<file path="config.mk">
export PLATFORM = sky130hd
export DESIGN_NAME = uart_tx_arbiter
export DESIGN_NICKNAME = d
export VERILOG_FILES = /design/src/rtl/uart_tx_arbiter.sv
export SDC_FILE = /design/constraint.sdc
export NUM_CORES = 1
export LEC_CHECK = 0
export CORE_ASPECT_RATIO = 1.75
export CORE_MARGIN = 3
export CORE_UTILIZATION = 44
export CTS_BUF_LIST = sky130_fd_sc_hd__clkbuf_8
export DETAILED_ROUTE_END_ITERATION = 7
export DONT_BUFFER_PORTS = 1
export PLACE_DENSITY = 0.7
export SLEW_MARGIN = 40
export SYNTH_ARGS = -nofsm -noshare
export SYNTH_HDL_FRONTEND = slang
export SYNTH_SLANG_ARGS = --single-unit
export TNS_END_PERCENT = 1
</file>
<file path="constraint.sdc">
create_clock -name clk -period 2.42 [get_ports clk]
set_input_delay 0.242 -clock clk [delete_from_list [all_inputs] [get_ports clk]]
set_output_delay 0.242 -clock clk [all_outputs]
set_load 0.03 [all_outputs]
</file>
<file path="src/rtl/uart_tx_arbiter.sv">
// Round-robin arbiter sharing one 8N1 UART TX line among NUM_REQ byte producers.
// Latency: ack and the start-bit falling edge appear one clock after req is sampled in IDLE.
// Backpressure: req is sampled only in IDLE; each frame holds the line for 10 (11 with parity) bit periods.
// Optional even-parity bit: define UART_TX_ARB_PARITY_EN.
module uart_tx_arbiter #(
  parameter int CLK_FRQ   = 50_000_000,
  parameter int BAUD_RATE = 115200,
  parameter int NUM_REQ   = 4
) (
  input  logic                       clk,
  input  logic                       reset,
  input  logic [NUM_REQ-1:0]         req,
  input  logic [8*NUM_REQ-1:0]       data,
  output logic [NUM_REQ-1:0]         ack,
  output logic [$clog2(NUM_REQ)-1:0] owner,
  output logic                       busy,
  output logic                       tx
);

  localparam int OW         = $clog2(NUM_REQ);
  localparam int BAUD_TICKS = CLK_FRQ / BAUD_RATE;
  localparam int TW         = $clog2(BAUD_TICKS);
  localparam logic [TW-1:0] TICK_LAST = TW'(BAUD_TICKS - 1);

`ifdef UART_TX_ARB_PARITY_EN
  typedef enum logic [2:0] {S_IDLE, S_START, S_DATA, S_PARITY, S_STOP} state_t;
`else
  typedef enum logic [2:0] {S_IDLE, S_START, S_DATA, S_STOP} state_t;
`endif

  state_t          state_q, state_d;
  logic [TW-1:0]   timer_q, timer_d;
  logic [2:0]      bit_q, bit_d;
  logic [7:0]      byte_q, byte_d;
  logic            tx_q, tx_d;
  logic [NUM_REQ-1:0] ack_q, ack_d;
  logic [OW-1:0]   owner_q, owner_d;
  logic [OW-1:0]   last_q, last_d;

  logic            sel_vld;
  logic [OW-1:0]   sel_idx;
  logic [OW-1:0]   cand;
  logic [7:0]      sel_byte;
  logic            tick_end;

  assign tick_end = (timer_q == TICK_LAST);
  assign sel_byte = data[{sel_idx, 3'b000} +: 8];

  // Round-robin pick: first requester after the last winner, wrapping modulo NUM_REQ.
  always_comb begin
    sel_vld = 1'b0;
    sel_idx = '0;
    cand    = '0;
    for (int k = 1; k <= NUM_REQ; k++) begin
      cand = OW'((int'(last_q) + k) % NUM_REQ);
      if (!sel_vld && req[cand]) begin
        sel_vld = 1'b1;
        sel_idx = cand;
      end
    end
  end

  // Next-state and output logic: grant in IDLE, then walk start/data/(parity)/stop bit periods.
  always_comb begin
    state_d = state_q;
    timer_d = timer_q;
    bit_d   = bit_q;
    byte_d  = byte_q;
    tx_d    = tx_q;
    ack_d   = '0;
    owner_d = owner_q;
    last_d  = last_q;

    // The bit timer free-runs and wraps while a frame is on the line.
    if (state_q != S_IDLE) begin
      timer_d = tick_end ? '0 : timer_q + TW'(1);
    end

    case (state_q)
      S_IDLE: begin
        timer_d = '0;
        tx_d    = 1'b1;
        if (sel_vld) begin
          ack_d[sel_idx] = 1'b1;
          owner_d        = sel_idx;
          last_d         = sel_idx;
          byte_d         = sel_byte;
          bit_d          = 3'd0;
          tx_d           = 1'b0;
          state_d        = S_START;
        end
      end
      S_START: begin
        if (tick_end) begin
          tx_d    = byte_q[0];
          state_d = S_DATA;
        end
      end
      S_DATA: begin
        if (tick_end) begin
          if (bit_q == 3'd7) begin
`ifdef UART_TX_ARB_PARITY_EN
            tx_d    = ^byte_q;
            state_d = S_PARITY;
`else
            tx_d    = 1'b1;
            state_d = S_STOP;
`endif
          end else begin
            bit_d = bit_q + 3'd1;
            tx_d  = byte_q[bit_q + 3'd1];
          end
        end
      end
`ifdef UART_TX_ARB_PARITY_EN
      S_PARITY: begin
        if (tick_end) begin
          tx_d    = 1'b1;
          state_d = S_STOP;
        end
      end
`endif
      S_STOP: begin
        if (tick_end) begin
          tx_d    = 1'b1;
          state_d = S_IDLE;
        end
      end
      default: begin
        tx_d    = 1'b1;
        timer_d = '0;
        state_d = S_IDLE;
      end
    endcase
  end

  // State register; reset abandons any frame in flight and parks the line high.
  always_ff @(posedge clk or negedge reset) begin
    if (!reset) begin
      state_q <= S_IDLE;
      timer_q <= '0;
      bit_q   <= 3'd0;
      byte_q  <= 8'd0;
      tx_q    <= 1'b1;
      ack_q   <= '0;
      owner_q <= '0;
      last_q  <= OW'(NUM_REQ - 1);
    end else begin
      state_q <= state_d;
      timer_q <= timer_d;
      bit_q   <= bit_d;
      byte_q  <= byte_d;
      tx_q    <= tx_d;
      ack_q   <= ack_d;
      owner_q <= owner_d;
      last_q  <= last_d;
    end
  end

  assign busy  = (state_q != S_IDLE);
  assign tx    = tx_q;
  assign ack   = ack_q;
  assign owner = owner_q;

endmodule

</file>
==> run metrics <==
leakage approximately 0.93 nW; result of the run finished clean; syn_nets ~240; weighted congestion at the end of routability-driven global placement approximately 0.80; final wirelength between 3 and 4 mm; largest fanout of any net on the critical path 5; width of the die roughly 57 µm; most used cells in the layout excluding fill and tap cells dfrtp_1 (28), nand2_1 (21), mux2i_1 (17), nor2_1 (14); type of the worst setup path register to register; Synthesis Warnings 0; Die Span Y about 95 µm; number of fill cells in the layout 417; maximum number of pins on one net before global-route repair 32; RSZ-0062 raised after global routing false; final critical delay including setup and external delays 2.01 ns; portion of the clock cycle consumed by the worst path in the final layout 0.832; total CTS buffers 5; number of routed nets with antenna violations 0; CP Capture Type register; cell types with the largest area share after synthesis dfrtp_1 (35%), mux2i_1 (8.5%), ha_1 (5.6%); worst slew pin tran between 0.4 and 0.5 ns; HPWL reported at the end of detailed placement between 2 and 3 mm; max-capacitance violation count 0; critical path arrival approximately 2.2 ns; Post-CTS Hold Fix Bufs 2; residual overflow from global routing 0; Die Area approximately 5400 µm²; remaining design rule violation count 0; via total after detailed routing between 1000 and 1500; net switching fraction of the power 0.246; synthesized cell area 2010 µm²; category of the worst setup path launch point register; H-tree levels 2; Core Footprint 4270 µm²; Clock transition at path regs roughly 0.07 ns; switching power of the nets roughly 0.00028 W; peak supply drop 0.393 mV; post-CTS setup buffer count 0; power share of the clock group 0.403; reg-to-reg setup timing slack 0.41 ns; clk root buf clkbuf_8; Area growth syn-to-layout 6.73%; CTS Buffer Depth 2; number of hold violations in the final report 0; total cell area at the placement stage roughly 2000 µm²; cells after synthesis between 150 and 200; Post-Layout Inst Area between 2000 and 2500 µm²; sequential area share after synthesis 0.388; Total Nets Final approximately 240; average vias per placed instance ~5.7; first-pass GRT wire length 6.63 mm; CP startpoint timer_q[1]; clock tree sinks 31; per-instance average area after synthesis roughly 11 µm²; number of distinct library cells after synthesis 44; Fin Hold WS between 0.1 and 0.15 ns; iteration-0 DRC count of the detailed router 21; CTS tree yes; Crit path required time ~2.6 ns; number of max-slew violations in the final report 0; count of pins on the block boundary 46; proportion of power drawn by combinational gates 0.103; power density cells approximately 530 nW/µm²; share of total power in sequential cells 0.495; initial cell density of the core 0.471; Slew HR 0.676; Layout Skew 0.00649 ns; launch instance of the worst min-delay path req[0]; First-pass DRT Iterations 4; antenna violations before repair 0; number of instances resized during post-cts repair 0; worst hold-check path type input pin to register; number of placement rows 31; Synth Register Bits 31; WL/cell ~16 µm; startpoint of the worst-slack reg-to-reg timing path timer_q[1]; Final TNS setup 0 ns; library cell occupying the most area in the post-synthesis netlist dfrtp_1; vias in the first global route between 1000 and 1500; quantity of I/O buffers inserted on ports 0; ANT cells 0; Yosys top cell area share 0.349; global router's overall resource usage 0.158; cell internal pwr 0.000855 W; insertion delay of the later-clocked pin in the worst-skew pair 0.28 ns; ratio of cells with drive above 1 in the final layout 0.215; most common library cell in the layout ignoring fill and taps dfrtp_1; final setup fails 0; fmax about 500 MHz
layout make-up:
class,count,area [µm²],area share
multi-input combinational,143,1120,0.521
sequential,31,779,0.364
clock buffer,7,96.3,0.0450
tap,49,61.3,0.0286
timing repair buffer,5,52.6,0.0245
inverter,8,30.0,0.0140
clock inverter,1,7.51,0.00350
sequential cells by signal, indices dropped and copies added (netlist names):
| register | flops |
|---|---|
| ack | 4 |
| bit_q | 3 |
| byte_q | 8 |
| last_q | 2 |
| owner | 2 |
| state_q | 2 |
| timer_q | 9 |
| tx | 1 |
path summary, 6_finish.rpt:
check / end / cells after the start
max: state_q[1] / 7
min: ack[0] / 2
max reg2reg: state_q[1] / 7
min reg2reg: byte_q[7] / 2
max in group asynchronous: last_q[0] / 2
min in group asynchronous: timer_q[4] / 2
cell usage after synthesis, drive strengths merged:
cell    count
nand4       5
inv         8
nor2b       3
nand4b      1
or2         2
or2b        1
xnor2       1
and2        1
o21ai       5
nand3       2
nor4        1
a31o        1
and3        1
mux2i      17
a211oi      2
nor3        2
mux4        2
dfstp       3
nor3b      17
mux2        3
clkbuf      2
ha          9
a21bo       2
nand2      23
buf         6
a211o       1
nor2       16
dfrtp      28
o211ai      9
a21oi       6
nand2b      1
a311o       1
o22ai       2
xor2        6
worst max-delay path, cell delays in order, from the launching register on:
cell and delay, ns:
dfrtp_1 0.43, inv_1 0.07, ha_1 0.18, nand4b_4 0.12, nor4_4 0.31, o21ai_0 0.26, a21oi_1 0.18, mux2_2 0.34
logic make-up (layout without fill, tap and decap cells):
logic type | count (synthesis) | count (layout) | share of synthesized area
and+or+nand+nor | 76 | 76 | 0.239
AOI/OAI and AO/OA | 29 | 29 | 0.105
adders and majority gates | 9 | 9 | 0.0561
buffers and inverters | 16 | 21 | 0.0567
xor gates and xnor gates | 7 | 7 | 0.0305
muxes | 22 | 22 | 0.124
DFF | 31 | 31 | 0.388
power groups by stage:
stage,Sequential (W),Clock [W],Combinational (W)
6_report,0.000561,0.000457,0.000116
5_1_grt,0.000564,0.000488,0.000130
4_1_cts,0.000561,0.000468,0.000119
3_5_place_dp,0.000571,0,0.000102
3_3_place_gp,0.000570,0,0.000101
2_1_floorplan,0.000564,0,0.0000990
through the flow:
stage | worst slack [ns] | total power (W) | utilization | instances
after floorplan | 0.532 | 0.000663 | - | 190
after global placement | 0.355 | 0.000671 | 0.471 | 234
after CTS | 0.235 | 0.00115 | 0.502 | 244
after detailed placement | 0.257 | 0.000674 | 0.471 | 234
final | 0.408 | 0.00113 | 0.502 | 244
after global routing | 0.279 | 0.00118 | 0.502 | 244
metal layers:
metal | vias to the layer above | GRT usage | wire length (µm)
met3 | 2 | 0.0420 | 209
li1 | 678 | - | -
met2 | 36 | 0.295 | 2180
met5 | - | 0 | 0
met4 | 0 | 0.0638 | 48
met1 | 665 | 0.162 | 1480
Note: power is estimated with default switching activity, not from simulation.
